===== config.mk =====
export PLATFORM = sky130hd
export DESIGN_NAME = wrr_lock_arbiter_flat
export DESIGN_NICKNAME = d
export VERILOG_FILES = /design/src/rtl/wrr_lock_arbiter_if.sv /design/src/rtl/wrr_lock_arbiter.sv /design/src/flat_wrapper.sv
export SDC_FILE = /design/constraint.sdc
export NUM_CORES = 1
export LEC_CHECK = 0
export CAP_MARGIN = 10
export CORE_MARGIN = 1.5
export CORE_UTILIZATION = 49
export DETAILED_ROUTE_END_ITERATION = 8
export PLACE_DENSITY = 0.81
export SLEW_MARGIN = 20
export SYNTH_ARGS = -nofsm -noshare
export SYNTH_HDL_FRONTEND = slang
export SYNTH_SLANG_ARGS = --single-unit

===== constraint.sdc =====
create_clock -name clk -period 5.96 [get_ports clk]
set_input_delay 1.192 -clock clk [delete_from_list [all_inputs] [get_ports clk]]
set_output_delay 1.192 -clock clk [all_outputs]
set_load 0.01 [all_outputs]

===== src/rtl/wrr_lock_arbiter_if.sv =====
// Request/grant bundle between N requesters, the shared resource and the arbiter.
// Latency: none (wires only).
// Backpressure: the resource holds a grant by withholding done; requesters hold req.
//
// Signals:
//   req     requester -> arbiter   request vector, bit i = requester i
//   weight  requester -> arbiter   per-requester weight at [i*CW +: CW]; 0 behaves as 1
//   done    resource  -> arbiter   1-cycle pulse ending the current transaction
//   gnt     arbiter   -> resource  one-hot grant (zero when idle)
//   gnt_id  arbiter   -> resource  binary index of the granted requester, 0 when idle
//   busy    arbiter   -> resource  high while a grant is held
interface wrr_lock_arbiter_if #(
    parameter int N  = 4,
    parameter int CW = 4
) ();
    localparam int IW = (N > 1) ? $clog2(N) : 1;

    logic [N-1:0]    req;
    logic [N*CW-1:0] weight;
    logic            done;
    logic [N-1:0]    gnt;
    logic [IW-1:0]   gnt_id;
    logic            busy;

    // Requester/resource side of the bundle.
    modport master (
        output req,
        output weight,
        output done,
        input  gnt,
        input  gnt_id,
        input  busy
    );

    // Arbiter side of the bundle.
    modport slave (
        input  req,
        input  weight,
        input  done,
        output gnt,
        output gnt_id,
        output busy
    );
endinterface


===== src/rtl/wrr_lock_arbiter.sv =====
// Weighted round-robin arbiter with transaction lock over one shared resource.
// Latency: req -> gnt 1 cycle from idle; back-to-back re-grant on done with no idle gap.
// Backpressure: a grant is held until done; dropping req does not release it.
//
// Ports:
//   clk   rising-edge clock
//   rst   synchronous active-high reset; overrides done in the same cycle
//   bus   wrr_lock_arbiter_if.slave: req/weight/done in, gnt/gnt_id/busy out
//
// Outputs are decoded purely from state registers, so they carry no
// combinational path from any input.
module wrr_lock_arbiter #(
    parameter int N  = 4,
    parameter int CW = 4
) (
    input  logic                  clk,
    input  logic                  rst,
    wrr_lock_arbiter_if.slave     bus
);
    localparam int IW = (N > 1) ? $clog2(N) : 1;

    typedef enum logic {
        ST_IDLE  = 1'b0,
        ST_GRANT = 1'b1
    } state_t;

    // ------------------------------------------------------------------
    // State
    // ------------------------------------------------------------------
    state_t          state_q, state_d;
    logic [IW-1:0]   cur_q,   cur_d;     // granted requester
    logic [IW-1:0]   ptr_q,   ptr_d;     // round-robin scan start
    logic [CW-1:0]   credit_q, credit_d; // extra transactions left for cur

    // Scan results
    logic [IW-1:0]   scan_base;
    logic            sel_found;
    logic [IW-1:0]   sel_idx;
    logic [IW-1:0]   rot_ptr;

    // Output decode
    logic [N-1:0]    gnt_c;
    logic [IW-1:0]   gnt_id_c;
    logic            busy_c;

    // ------------------------------------------------------------------
    // Helpers
    // ------------------------------------------------------------------

    // Index after idx, wrapping N-1 -> 0 (also correct for non-power-of-2 N).
    function automatic logic [IW-1:0] next_idx(input logic [IW-1:0] idx);
        logic [IW-1:0] r;
        if (int'(idx) >= N - 1) begin
            r = '0;
        end else begin
            r = idx + IW'(1);
        end
        return r;
    endfunction

    // Credit loaded at grant time: max(weight,1) - 1, so a weight of 0 or 1
    // both give exactly one transaction before rotation.
    function automatic logic [CW-1:0] load_credit(input logic [N*CW-1:0] w,
                                                  input logic [IW-1:0]   idx);
        logic [CW-1:0] f;
        f = w[int'(idx)*CW +: CW];
        if (f == '0) begin
            return '0;
        end
        return f - CW'(1);
    endfunction

    // ------------------------------------------------------------------
    // Requester scan: first set bit at or above scan_base, wrapping.
    // In IDLE the scan starts at the pointer; in GRANT it starts one past
    // the current holder, which is also the pointer written on rotation.
    // The holder is scanned last, so it only wins when it is alone.
    // ------------------------------------------------------------------
    assign rot_ptr   = next_idx(cur_q);
    assign scan_base = (state_q == ST_IDLE) ? ptr_q : rot_ptr;

    always_comb begin
        int k;
        sel_found = 1'b0;
        sel_idx   = '0;
        for (int i = 0; i < N; i++) begin
            k = int'(scan_base) + i;
            if (k >= N) begin
                k = k - N;
            end
            if (!sel_found && bus.req[k]) begin
                sel_found = 1'b1;
                sel_idx   = IW'(k);
            end
        end
    end

    // ------------------------------------------------------------------
    // FSM: state register
    // ------------------------------------------------------------------
    always_ff @(posedge clk) begin
        if (rst) begin
            state_q  <= ST_IDLE;
            cur_q    <= '0;
            ptr_q    <= '0;
            credit_q <= '0;
        end else begin
            state_q  <= state_d;
            cur_q    <= cur_d;
            ptr_q    <= ptr_d;
            credit_q <= credit_d;
        end
    end

    // ------------------------------------------------------------------
    // FSM: next state
    // ------------------------------------------------------------------
    always_comb begin
        state_d  = state_q;
        cur_d    = cur_q;
        ptr_d    = ptr_q;
        credit_d = credit_q;

        case (state_q)
            ST_IDLE: begin
                // done is meaningless without a grant and is ignored here.
                if (sel_found) begin
                    state_d  = ST_GRANT;
                    cur_d    = sel_idx;
                    credit_d = load_credit(bus.weight, sel_idx);
                end
            end

            ST_GRANT: begin
                if (bus.done) begin
                    if ((credit_q != '0) && bus.req[cur_q]) begin
                        // Holder still has credit and still wants the resource.
                        credit_d = credit_q - CW'(1);
                    end else begin
                        ptr_d = rot_ptr;
                        if (sel_found) begin
                            cur_d    = sel_idx;
                            credit_d = load_credit(bus.weight, sel_idx);
                        end else begin
                            state_d  = ST_IDLE;
                            cur_d    = '0;
                            credit_d = '0;
                        end
                    end
                end
            end

            default: begin
                state_d  = ST_IDLE;
                cur_d    = '0;
                credit_d = '0;
            end
        endcase
    end

    // ------------------------------------------------------------------
    // FSM: outputs (decoded from registers only)
    // ------------------------------------------------------------------
    always_comb begin
        gnt_c    = '0;
        gnt_id_c = '0;
        busy_c   = 1'b0;
        if (state_q == ST_GRANT) begin
            gnt_c[cur_q] = 1'b1;
            gnt_id_c     = cur_q;
            busy_c       = 1'b1;
        end
    end

    assign bus.gnt    = gnt_c;
    assign bus.gnt_id = gnt_id_c;
    assign bus.busy   = busy_c;

endmodule


===== src/flat_wrapper.sv =====
// flat-port wrapper written by rule: the top's interface ports become plain ports
module wrr_lock_arbiter_flat 
#(
    parameter int N  = 4,
    parameter int CW = 4
)
  (clk, rst, bus_req, bus_weight, bus_done, bus_gnt, bus_gnt_id, bus_busy);
  wrr_lock_arbiter_if #(.N(N), .CW(CW)) bus_i ();
  input  logic clk;
  input  logic rst;
  input wire logic [$bits(bus_i.req)-1:0] bus_req;
  input wire logic [$bits(bus_i.weight)-1:0] bus_weight;
  input wire logic [$bits(bus_i.done)-1:0] bus_done;
  output wire logic [$bits(bus_i.gnt)-1:0] bus_gnt;
  output wire logic [$bits(bus_i.gnt_id)-1:0] bus_gnt_id;
  output wire logic [$bits(bus_i.busy)-1:0] bus_busy;
  assign bus_i.req = bus_req;
  assign bus_i.weight = bus_weight;
  assign bus_i.done = bus_done;
  assign bus_gnt = bus_i.gnt;
  assign bus_gnt_id = bus_i.gnt_id;
  assign bus_busy = bus_i.busy;
  wrr_lock_arbiter #(.N(N), .CW(CW)) u_core (.clk(clk), .rst(rst), .bus(bus_i));
endmodule

Yosys cells after proc, flatten, opt, wreduce, memory -nomap -nowiden
Cells that the tools add are included.

Register bits after elaboration: 9. Input port bits: 23. Output and inout bits: 7. Word-level logic and storage cells: 100.

Add/sub/neg operators: 10. Order comparisons: 11. Equal/unequal tests: 3. Shifts and indexed selects: 1. Muxes and demuxes: 56. Bitwise operators: 2. Reduce and logical (&&, ||, !) cells: 13.

Operator list (count): 32-bit by 4-bit less-than comparator with 1-bit output (second input constant) (4); 32-bit 2-to-1 mux (4); 32-bit by 4-bit greater-or-equal comparator with 1-bit output (second input constant) (3); 32-bit by 4-bit subtractor with 32-bit output (second input constant) (3); 4-bit 2-to-1 mux (8); 1-bit 2-to-1 mux (24); 2-bit 2-to-1 mux (11); 16-bit by 5-bit indexed part select with 4-bit output (1); 1-bit binary-select mux with 2-bit select (5); 4-bit one-hot mux with 2 select lines (1); 4-bit by 1-bit subtractor with 4-bit output (second input constant) (2); 2-bit by 2-bit adder with 3-bit output (second input constant) (2); 3-bit AND reduction (2); 1-bit logical AND (5); 4-bit zero test (1); 2-bit inequality test (second input constant) (2); 2-bit one-hot mux with 2 select lines (1); 4-bit nonzero test (1); 2-bit by 3-bit subtractor with 4-bit output (second input constant) (1); 2-bit by 1-bit adder with 3-bit output (second input constant) (1); 2-bit by 3-bit greater-or-equal comparator with 1-bit output (second input constant) (1); 1-bit zero test (3); 2-bit by 3-bit less-than comparator with 1-bit output (second input constant) (1); 2-bit by 1-bit adder with 2-bit output (second input constant) (1); 7 further kinds (8).

Longest topological paths before layout
Depth after elaboration: 30. Gate-level depth with buffers: 10. Mapped depth without buffers: 10.

Worst setup path before layout
No wires, ideal clock.

Path kind: input to register. From: input bus_req[3]. To: register u_core.credit_q[3]. Library setup time: 0.117 ns. Arrival time: 2.981 ns. Data required time: 5.843 ns. Setup slack: 2.861 ns. Stages: 8. Path through: and2b_1 a211oi_2 nand3_2 a2111oi_2 a31oi_1 o311ai_1 o21ai_1 a32o_1.

Word-level cells in the longest chain between the ends: 25. Elaborated cells between the ends (all ways): 47. Those cells by class: add/sub: 1; eq/ne: 1; shift: 1; mux: 35; reduce/logical: 9.

RTL lines: start: declaration (line flat_wrapper.sv:11) `input wire logic [$bits(bus_i.req)-1:0] bus_req;`; 1-bit binary-select mux with 2-bit select (line wrr_lock_arbiter.sv:91) `if (!sel_found && bus.req[k]) begin`; 1-bit 2-to-1 mux (not written as such) (2 in a row) (line wrr_lock_arbiter.sv:91); 1-bit 2-to-1 mux (line wrr_lock_arbiter.sv:91); 1-bit zero test (line wrr_lock_arbiter.sv:91); 1-bit logical AND (line wrr_lock_arbiter.sv:91); 1-bit 2-to-1 mux (line wrr_lock_arbiter.sv:91); 1-bit zero test (line wrr_lock_arbiter.sv:91); 1-bit logical AND (line wrr_lock_arbiter.sv:91); [... 8 more ...]; 1-bit 2-to-1 mux (line wrr_lock_arbiter.sv:136) `if ((credit_q != '0) && bus.req[cur_q]) begin`; 1-bit 2-to-1 mux (line wrr_lock_arbiter.sv:135) `if (bus.done) begin`; 1-bit 2-to-1 mux (line wrr_lock_arbiter.sv:124) `case (state_q)`; 4-bit 2-to-1 mux (line wrr_lock_arbiter.sv:70) `return f - CW'(1);`; 4-bit 2-to-1 mux (line wrr_lock_arbiter.sv:141) `if (sel_found) begin`; 4-bit 2-to-1 mux (line wrr_lock_arbiter.sv:136); 4-bit 2-to-1 mux (line wrr_lock_arbiter.sv:135); 4-bit one-hot mux with 2 select lines (line wrr_lock_arbiter.sv:124); end signal: assignment (line wrr_lock_arbiter.sv:111) `credit_q <= credit_d;`; end: declaration (line wrr_lock_arbiter.sv:33) `logic [CW-1:0] credit_q, credit_d;`.

Parallel ways exist; a longest one is shown, timed or not. The select of a mux whose other input is x is not followed. A chain may end at the register's enable or synchronous reset.

Worst setup path in the final report
Same ends and word-level chain as after synthesis.

==> flow_summary.ini <==
[status]
status = completed

[worst_setup_path]
crit_arrival_ns = 3.77
required_ns = 6.12
r2r_slack_ns = 2.78
crit_fanout = 8
ff2ff_path_depth = 10
critPathCaptureType = flop
r2r-start = u_core.cur_q[0]
worst_r2r_endpoint = u_core.credit_q[3]
start_kind = input pin
worstSetupPathType = in -> reg

[clock_network]
cts_setup_buffers = 0
cts-root-buf = clkbuf_4
htreeDepth = 1
clk_path_buf_depth = 2
cts_resized = 0
clock-sinks = 9
clk_pin_slew_worst_paths_ns = 0.07
postCtsHoldBufs = 0
cts_buffers = 3
cts_tree = yes
clock_latency_ns = 0.26

[timing]
fmax_mhz = 277.2
tns_ns = 0
grt_setup_unrepaired = no
fin_ws_ns = 2.352
max_slew_margin_pct = 40.32
hold_violations = 0
period_share_pct = 60.54
finalMaxSlewViolations = 0
fin_crit_ns = 3.608
finalSetupViolCount = 0
max_slew.worst_pin.slew_ns = 0.8813
clock_skew_ns = 0.0008474

[cells_and_area]
num-nets-final = 179
fin_area_um2 = 1284
final_cell_mix = 29 x clkdlybuf4s50_1, 14 x nor2_1, 11 x nand2_1
final_common_cell = clkdlybuf4s50_1
diodes = 0
layout-drive-gt1-share_pct = 12.67
syn_to_final_growth_pct = 35.18

[synth]
ys_types = 42
seq_area_frac_synth_pct = 18.97
ys_warn_count = 0
synth_area_um2 = 949.7
synth_fp_nets = 147
syn_avg_cell_area_um2 = 7.980
syn_inst = 119
yosys_register_bits = 9

[die]
die_area_um2 = 2211
start_util_pct = 53.83
ios = 30
rows = 15
fp.coreArea_um2 = 1764
die_h_um = 47.03
die_w_um = 47.03

[placement]
pre_cts_ws_ns = 2.111
gp_congestion = 0.8478
place_area_um2 = 1256
io_buffers = 29
dp_hpwl_um = 2049

[worst_hold_path]
hold_class = reg -> reg
min_from = u_core.credit_q[1]
hold_end = u_core.credit_q[1]
hold_depth = 2

[power]
p_leak_nw = 0.4963
p_per_area_nw_per_um2 = 209.5
vdd_ir_drop_max_v = 0.0001598

[drt]
wl_um = 2577
dr.pass1.iters = 4
via_count = 1051
wire_per_inst_um = 14.73
drtIter0Drc = 26
vias_per_cell = 6.006
post-route-drc-count = 0
drtAntennaViolNets = 0

[global_routing]
grt_usage_pct = 24.73
grt.overflow.total = 0
grt_pass1_wl_um = 3939
grt_pass1_vias = 909
grt_max_degree = 17
antenna_found_initial = 0

[job]
max-cap-violations = 0
## worst max path at each step
stage                    start            endpoint  slack (ns)  cells past startpoint
finish              bus_req[3]  u_core.credit_q[3]        2.35                      9
global route        bus_req[3]  u_core.credit_q[3]        2.13                      9
CTS                 bus_req[3]  u_core.credit_q[3]        2.36                      9
detailed placement  bus_req[3]  u_core.credit_q[3]        2.11                      9
global placement    bus_req[3]  u_core.credit_q[3]        2.15                      9
floorplan           bus_req[3]  u_core.credit_q[3]        2.86                      8
## registers in the layout (all words and copies together), names as in the netlist
name,count
u_core.credit_q,4
u_core.state_q,1
u_core.ptr_q,2
u_core.cur_q,2
## critical path: stages
cell and delay (ns):
clkdlybuf4s50_1 0.53, and2b_1 0.22, a211oi_2 0.41, nand3_2 0.23
a2111oi_2 0.43, a31oi_1 0.15, o311ai_1 0.30, o21ai_1 0.10
a32o_1 0.21
## synth_stat cells, drive strengths merged
cell type	number	area share, %
dfxtp	9	19
mux4	1	2.4
nor2b	1	0.66
a221oi	1	1.6
o21ai	7	3.7
a2111oi	4	5.3
and4	5	5.1
nor3	4	2.1
a31oi	6	4.6
a31o	2	1.8
a32o	1	1.1
or2	2	1.3
o311ai	2	1.8
mux2i	4	4.2
nand3	5	3.2
nor3b	1	0.79
or2b	1	0.79
buf	2	1.6
o21a	2	1.6
and4bb	1	1.3
ha	5	6.6
nor2	14	5.5
nand2b	2	1.3
o211ai	2	1.6
a21oi	3	1.6
o221a	1	1.2
a32oi	1	0.92
mux2	1	1.6
and2b	2	1.6
a211oi	1	1.3
and2	5	3.4
nand2	11	4.3
a22oi	1	0.79
inv	8	3.2
or4	1	1.2
## area by class of cell
type                       instances  area [um^2]
clock buffer                       3        22.52
inverter                           8        30.03
tap                               25        31.28
timing repair buffer              29        290.3
clock inverter                     1        5.005
multi-input combinational        100        724.4
sequential                         9        180.2
fill                             161        480.5
## through the flow
step | instances | total power, mW | utilization (%) | hold slack [ns]
2_1_floorplan | 119 | 0.1762 | - | 0.4650
3_3_place_gp | 171 | 0.2157 | 71.21 | 0.4821
3_5_place_dp | 171 | 0.2187 | 71.21 | 0.5045
4_1_cts | 175 | 0.2673 | 72.77 | 0.5157
5_1_grt | 175 | 0.2877 | 72.77 | 0.5292
6_report | 175 | 0.2690 | 72.77 | 0.5127
## where the power goes
group	leakage (nW)	total (mW)	internal, mW	switching, mW
Combinational	0.404	0.140	0.0683	0.0715
Clock	0.0177	0.0492	0.0248	0.0244
Sequential	0.0744	0.0800	0.0694	0.0105
Total	0.496	0.269	0.163	0.106
## logic make-up after synthesis
logic type                 after synthesis  synth area share (%)
DFF                                      9                 18.97
and+or+nand+nor                         55                 32.67
buffers and inverters                   10                 4.743
muxes                                    6                 8.168
adders and majority gates                5                 6.588
AOI/OAI and AO/OA                       34                 28.85
## routing by layer
layer	part of all wire (%)	up-vias	track usage, %
met2	47	53	41.10
li1	-	513	-
met1	45	479	33.57
met5	0	-	0
met4	0.97	0	5.556
met3	7.6	6	4.231
(Power assumes the default switching activity.)
